--- src/rtl/mlx_frame_sequencer.sv ---
// MLX90640 full-frame readout sequencer: polls status, streams RAM words to the
// frame buffer, then clears the data-ready flag through the shared I2C master.
//
// state     | meaning
// ----------+------------------------------------------------------------
// IDLE      | waiting for start
// POLL_REQ  | status read presented to the I2C master
// POLL_WAIT | status read outstanding
// GAP       | idle spacing before the next status poll
// READ_REQ  | RAM word read presented
// READ_WAIT | RAM word read outstanding; response streams out as a pixel
// CLR_REQ   | status write (data-ready cleared) presented
// CLR_WAIT  | status write outstanding; frame_done follows its response
module mlx_frame_sequencer #(
   parameter logic [6:0]  DEV_ADDR    = 7'h33,
   parameter logic [15:0] RAM_BASE    = 16'h0400,
   parameter int unsigned WORDS       = 832,
   parameter logic [15:0] STATUS_ADDR = 16'h8000,
   parameter int unsigned POLL_GAP    = 2000,
   parameter int unsigned RSP_TIMEOUT = 100000
) (
   input  logic        clk,
   input  logic        rst_n,
   input  logic        start,
   input  logic        abort,
   output logic        cmd_valid,
   input  logic        cmd_ready,
   output logic        cmd_write,
   output logic [6:0]  cmd_dev,
   output logic [15:0] cmd_reg,
   output logic [15:0] cmd_wdata,
   input  logic        rsp_valid,
   input  logic [15:0] rsp_data,
   input  logic        rsp_nack,
   output logic        pix_valid,
   output logic [9:0]  pix_index,
   output logic [15:0] pix_data,
   output logic        subpage,
   output logic        busy,
   output logic        frame_done,
   output logic        error
);

   localparam int TW = (RSP_TIMEOUT > 1) ? $clog2(RSP_TIMEOUT) : 1;
   localparam int GW = (POLL_GAP > 1) ? $clog2(POLL_GAP) : 1;
   localparam logic [TW-1:0] TMO_LOAD = TW'(RSP_TIMEOUT - 1);
   localparam logic [GW-1:0] GAP_LOAD = GW'(POLL_GAP - 1);
   localparam logic [9:0]    LAST_IDX = 10'(WORDS - 1);

   typedef enum logic [2:0] {
      IDLE, POLL_REQ, POLL_WAIT, GAP, READ_REQ, READ_WAIT, CLR_REQ, CLR_WAIT
   } state_t;

   state_t        state_q, state_d;
   logic [9:0]    idx_q, idx_d;
   logic [15:0]   status_q, status_d;
   logic          subpage_q, subpage_d;
   logic [TW-1:0] tmo_q, tmo_d;
   logic [GW-1:0] gap_q, gap_d;
   logic          abort_q, abort_d;
   logic          done_q, done_d;
   logic          in_wait;

   always_ff @(posedge clk or negedge rst_n) begin
      if (!rst_n) begin
         state_q   <= IDLE;
         idx_q     <= '0;
         status_q  <= '0;
         subpage_q <= 1'b0;
         tmo_q     <= '0;
         gap_q     <= '0;
         abort_q   <= 1'b0;
         done_q    <= 1'b0;
      end else begin
         state_q   <= state_d;
         idx_q     <= idx_d;
         status_q  <= status_d;
         subpage_q <= subpage_d;
         tmo_q     <= tmo_d;
         gap_q     <= gap_d;
         abort_q   <= abort_d;
         done_q    <= done_d;
      end
   end

   always_comb begin
      state_d   = state_q;
      idx_d     = idx_q;
      status_d  = status_q;
      subpage_d = subpage_q;
      tmo_d     = tmo_q;
      gap_d     = gap_q;
      abort_d   = abort_q;
      done_d    = 1'b0;
      cmd_valid = 1'b0;
      cmd_write = 1'b0;
      cmd_dev   = '0;
      cmd_reg   = '0;
      cmd_wdata = '0;
      pix_valid = 1'b0;
      pix_index = '0;
      pix_data  = '0;
      error     = 1'b0;
      in_wait   = (state_q == POLL_WAIT) || (state_q == READ_WAIT) || (state_q == CLR_WAIT);

      case (state_q)
         IDLE: begin
            if (start && !abort) state_d = POLL_REQ;
         end
         POLL_REQ, READ_REQ, CLR_REQ: begin
            cmd_valid = 1'b1;
            cmd_dev   = DEV_ADDR;
            if (state_q == READ_REQ) begin
               cmd_reg = RAM_BASE + {6'd0, idx_q};
            end else begin
               cmd_reg = STATUS_ADDR;
            end
            if (state_q == CLR_REQ) begin
               cmd_write = 1'b1;
               cmd_wdata = status_q & 16'hFFF7;
            end
            // An abort coinciding with acceptance still owes us a response.
            if (cmd_ready) begin
               tmo_d   = TMO_LOAD;
               abort_d = abort;
               case (state_q)
                  POLL_REQ: state_d = POLL_WAIT;
                  READ_REQ: state_d = READ_WAIT;
                  default:  state_d = CLR_WAIT;
               endcase
            end else if (abort) begin
               state_d = IDLE;
            end
         end
         GAP: begin
            if (abort) begin
               state_d = IDLE;
            end else if (gap_q == '0) begin
               state_d = POLL_REQ;
            end else begin
               gap_d = gap_q - GW'(1);
            end
         end
         default: ;
      endcase

      if (in_wait) begin
         if (rsp_valid && rsp_nack) begin
            error   = 1'b1;
            state_d = IDLE;
         end else if (rsp_valid) begin
            if (abort_q || abort) begin
               state_d = IDLE;
            end else begin
               case (state_q)
                  POLL_WAIT: begin
                     if (rsp_data[3]) begin
                        status_d  = rsp_data;
                        subpage_d = rsp_data[0];
                        idx_d     = '0;
                        state_d   = READ_REQ;
                     end else begin
                        gap_d   = GAP_LOAD;
                        state_d = GAP;
                     end
                  end
                  READ_WAIT: begin
                     pix_valid = 1'b1;
                     pix_index = idx_q;
                     pix_data  = rsp_data;
                     if (idx_q == LAST_IDX) begin
                        state_d = CLR_REQ;
                     end else begin
                        idx_d   = idx_q + 10'd1;
                        state_d = READ_REQ;
                     end
                  end
                  default: begin
                     done_d  = 1'b1;
                     state_d = IDLE;
                  end
               endcase
            end
         end else if (tmo_q == '0) begin
            error   = 1'b1;
            state_d = IDLE;
         end else begin
            tmo_d = tmo_q - TW'(1);
            if (abort) abort_d = 1'b1;
         end
      end

      if (state_d == IDLE) abort_d = 1'b0;
   end

   assign subpage    = subpage_q;
   assign busy       = (state_q != IDLE);
   assign frame_done = done_q;

endmodule

--- config.mk ---
export PLATFORM = sky130hd
export DESIGN_NAME = mlx_frame_sequencer
export DESIGN_NICKNAME = d
export VERILOG_FILES = /design/src/rtl/mlx_frame_sequencer.sv
export SDC_FILE = /design/constraint.sdc
export NUM_CORES = 1
export LEC_CHECK = 0
export ABC_AREA = 1
export BUFFER_PORTS_ARGS = -buffer_cell sky130_fd_sc_hd__clkbuf_2
export CELL_PAD_IN_SITES_DETAIL_PLACEMENT = 1
export CELL_PAD_IN_SITES_GLOBAL_PLACEMENT = 2
export CORE_ASPECT_RATIO = 0.6
export CORE_UTILIZATION = 31
export DETAILED_ROUTE_END_ITERATION = 10
export GPL_ROUTABILITY_DRIVEN = 0
export HOLD_SLACK_MARGIN = 0.02
export PLACE_DENSITY_LB_ADDON = 0.1
export SETUP_SLACK_MARGIN = 0.05
export SYNTH_ARGS = -nofsm -noshare
export SYNTH_HDL_FRONTEND = slang
export SYNTH_SLANG_ARGS = --single-unit
--- constraint.sdc ---
create_clock -name clk -period 3.05 [get_ports clk]
set_input_delay 0.61 -clock clk [delete_from_list [all_inputs] [get_ports clk]]
set_output_delay 0.61 -clock clk [all_outputs]
set_load 0.01 [all_outputs]
# == Word-level counts from Yosys, hierarchy flattened ==
# Index checks and enable logic that the tools add are counted.
# classes
addsub,4
multipliers,0
div,0
order_cmp,0
eq_ne,10
n_shift,0
n_mux,73
n_bitwise,2
n_reduce_logical,16
# ops
operator,n
$mux W16,9
$mux W17,6
$mux W11,9
$mux W10,7
$mux W3,11
$mux W1,25
$pmux W10 S2,1
$logic_not A17 Y1,1
$sub A17 B1 Y17 const B,1
$add A11 B10 Y12 const A,1
$eq A3 B3 Y1 const B,4
$pmux W3 S2,2
$logic_not A11 Y1,1
$sub A11 B1 Y11 const B,1
$add A10 B1 Y10 const B,1
$eq A10 B10 Y1 const B,1
$pmux W3 S3,1
$reduce_and A7 Y1,1
$eq A3 B2 Y1 const B,2
$logic_not A3 Y1,2
$mux W6,1
$reduce_and A6 Y1,1
$ne A2 B2 Y1 const B,2
$eq A3 B1 Y1 const B,1
9 further kinds,13
# word_totals
ff_bits,60
latchBits,0
ram_bits,0
romBits,0
in_bits,23
wordCells,113
n_memories,0

# == Longest topological paths before layout ==
# logic_depth
word_depth,10
depth_mapped,12

# == Worst setup path before layout ==
# Ideal clock, no wire load.
# synth_path
path_kind,input -> output
from,in abort
to,out pix_data[10]
arrival_ps,1793
slack_ps,647
path_stages,7
cell_sequence,buf_2 nor3_1 nand2_1 nor2_1 inv_2 clkbuf_1 nor2_1
# synth_between
elab_chain_len,5
# synth_rtl
item,line_no,source
from (decl),25,"input logic abort,"
$logic_or A1 B1 Y1,152,if (abort_q || abort) begin
$mux W16,152,
$mux W16,151,end else if (rsp_valid) begin
$mux W16,148,if (rsp_valid && rsp_nack) begin
$mux W16,147,if (in_wait) begin
to (decl),37,"output logic [15:0] pix_data,"
# No other way between the ends.

# == Worst setup path after layout ==
# layout_path
from,reg tmo_q[0]
to,out error
# layout_between
elab_chain_len,5
# layout_rtl
item,line_no,source
from (decl),58,"logic [TW-1:0] tmo_q, tmo_d;"
from (signal assigned),79,tmo_q <= tmo_d;
$logic_not A17 Y1,184,end else if (tmo_q == '0) begin
$mux W1,184,
$mux W1,151,
$mux W1,148,
$mux W1,147,
to (decl),41,output logic error
# No other way between the ends.

==> parameters.txt <==
Parameter                              Value

Finish
  Area grow syn2layout ... 22.4%
  ANT cells ... 0
  Layout net count ... 617
  Footprint of the multi-input gates ... 1690 um^2
  Fillers ... 1457
  Layout cell share with drive strength beyond 1 ... 21.0%
  Seq. cell area ... 1450 um^2

Floorplan
  Core Box Area ... 11300 um^2
  Area enclosed by the die boundary ... 12200 um^2
  Boundary Pins ... 95
  Die H ... 85.8 um
  Initial core utilization ... 32.0%
  Total number of placement rows ... 30
  Width of the chip ... 142 um

Placement
  Number of port buffers ... 86
  Detailed Place HPWL ... 8210 um

Global route
  Maximum number of pins on one net before global-route repair ... 35
  Initial antenna violation count ... 0
  Global route total overflow ... 0
  Vias in the first global route ... 3442
  Global routing usage summed across all routing layers ... 18.4%
  Global-route wire length before repair ... 17500 um

Timing
  Final setup violation count ... 0
  Post-route worst hold slack ... 0.297 ns
  Max-slew violation count ... 0
  Setup skew after layout ... 0.00818 ns
  Unrepaired setup endpoints after global routing ... no
  Worst Tran Pin Value ... 0.650 ns
  Headroom to the max-slew limit ... 56.7%
  Portion of the clock cycle consumed by the worst path in the final layout ... 89.2%
  Timing-limited maximum frequency ... 368 MHz
  Setup total negative slack ... 0 ns
  Hold violation count in the final report ... 0
  Shortest period the worst path allows ... 2.72 ns

Critical path
  Origin of the critical flop-to-flop path ... state_q[1]
  R2R cell count ... 8
  Setup crit start ... tmo_q[0]
  Critical path data arrival time ... 2.11 ns
  Worst Path Max Fanout ... 9
  Cell type group with the largest total delay on the critical path ... simple AND/OR/NAND/NOR gates
  Kind of critical path ... reg2out
  Cell type of the slowest stage on the worst timing path ... sky130_fd_sc_hd__dfrtp_1
  Worst path cell trace ... inv_1, ha_1, nand2_1, nor2_4, nand4_4, nand2_1, nand2_1, a21oi_1, clkbuf_2
  Capture instance of the worst register-to-register path ... tmo_q[8]
  Buffering stage count on the worst path with inverters included ... 2
  Kind of launch point of the worst setup path ... flip-flop
  Category of the worst setup path capture point ... primary output
  Crit path top cell by count ... sky130_fd_sc_hd__nand2_1
  R2r setup slk ... 0.87 ns
  Slowest cell delay on critical path ... 0.37 ns
  Required time worst endpoint ... 2.44 ns

Synthesis
  Dominant synthesized flop cell ... sky130_fd_sc_hd__dfrtp_1
  Number of flops mapped to enable cells by yosys ... 0
  Most area-consuming cells after synthesis ... sky130_fd_sc_hd__dfrtp_1, sky130_fd_sc_hd__nand2_1, sky130_fd_sc_hd__inv_1, sky130_fd_sc_hd__nor2_1, sky130_fd_sc_hd__o21ai_0
  Average size of a mapped cell ... 7.15 um^2
  Summed instance area of the synthesized netlist ... 3630 um^2
  Number of warnings reported in the yosys synthesis log ... 0
  Cells after synthesis ... 507
  Number of synthesized register bits ... 58
  Sequential share of the synthesized area ... 40.0%
  Distinct cell type count after synthesis ... 39
  Cell with the most instances after synthesis ... sky130_fd_sc_hd__nand2_1
  Yosys top cell by area ... sky130_fd_sc_hd__dfrtp_1
  Leading post-synthesis cells by instance count ... sky130_fd_sc_hd__nand2_1, sky130_fd_sc_hd__inv_1, sky130_fd_sc_hd__nor2_1
  Share of flip-flops with an asynchronous set or reset after synthesis ... 100%
  Fraction of synthesized cell area taken by the top area cell type ... 40.0%

Routing
  DRT Wirelength ... 10600 um
  Initial detailed-routing violation count ... 113
  Wire length per cell after detailed routing ... 14.0 um
  Number of design rule violations left after detail routing ... 0
  Number of routed nets with antenna violations ... 0
  Length of the first detailed-routing pass in iterations ... 4
  Via total after detailed routing ... 3510
  Routed vias/inst ... 4.64

Pwr
  Standby leakage power ... 2.30 nW
  Power density cells ... 754 nW/um^2
  Peak supply drop ... 0.349 mV

CTS
  Clk_lat worst skew ... 0.33 ns
  Clock-pin slew of the registers on the worst-case setup and hold paths ... 0.05 ns
  Clock tree from TritonCTS ... yes
  Cells resized by post-CTS repair ... 0
  Total number of clock tree sinks ... 58
  Clock buffers created by TritonCTS ... 9
  Number of hold buffers added after CTS ... 0
  Number of buffers on the longest clock path ... 2
  Post CTS Setup Buffer Count ... 0
  Clock Tree Root ... sky130_fd_sc_hd__clkbuf_16
  H-tree Lvls ... 3

Min path
  Hold/Removal Path Class ... in2async

Outcome
  Status ... finished clean

Flow run
  Max-cap viol count ... 0
where the power goes:
group	switching, mW	internal, mW	total, mW
clock network	0.352	0.676	1.03
registers	0.237	1.05	1.29
logic	0.676	0.353	1.03
total	1.27	2.08	3.35
stage by stage:
stage,instances,area (um^2),setup slack [ns],total power [mW],util (%)
6_report,756,4440,0.329,3.35,39.2
4_1_cts,756,4440,0.294,3.39,39.2
3_5_place_dp,740,4140,0.529,2.34,36.5
2_1_floorplan,514,3650,0.647,2.04,-
3_3_place_gp,740,4140,0.621,2.29,36.5
5_1_grt,756,4440,0.142,3.61,39.2
cells by family after synthesis:
group                      share of synthesized area (%)
and+or+nand+nor                                     31.3
buffers and inverters                               14.1
AOI/OAI and AO/OA                                   11.6
DFF                                                 40.0
xor gates and xnor gates                            1.93
adders and majority gates                           1.03
other                                              0.103
sequential cells by signal, summed over array words and instances (netlist names):
register and flops:
gap_q 11, tmo_q 17, status_q 15, frame_done 1, state_q 3, abort_q 1
idx_q 10
worst max-delay path by stage:
stage / to / slack, ns / cells past startpoint
6_report: error / 0.33 / 9
3_3_place_gp: pix_data[3] / 0.62 / 8
5_1_grt: error / 0.14 / 9
2_1_floorplan: pix_data[10] / 0.65 / 7
3_5_place_dp: pix_data[1] / 0.53 / 7
4_1_cts: error / 0.29 / 9
cell usage in the layout, fill, tap and decap left out, drive strengths merged, types with 4 or more instances in the layout:
cell type,netlist,routed
nand4,7,7
o22ai,4,4
nor2,94,94
nand2,92,92
nor3,16,16
nand3,27,27
clkbuf,4,100
dfrtp,58,58
a21oi,18,18
xor2,6,6
conb,1,8
o21ai,46,46
inv,93,93
metal layers:
layer	up-vias	track usage, %	part of all wire, %
li1	1747	-	-
met1	1677	26.1	51
met2	74	28.0	43
met3	12	4.02	4.5
met4	0	5.87	1.3
met5	-	0	0
layout make-up:
type                            instances  area share, %
Clock inverter                          2          0.789
Multi-Input combinational cell        341           38.1
Tap cell                              160           4.51
Inverter                               93           7.92
Timing Repair Buffer                   88           10.0
Clock buffer                           14           5.95
Sequential cell                        58           32.7
Power figures use the tool's default switching activity.
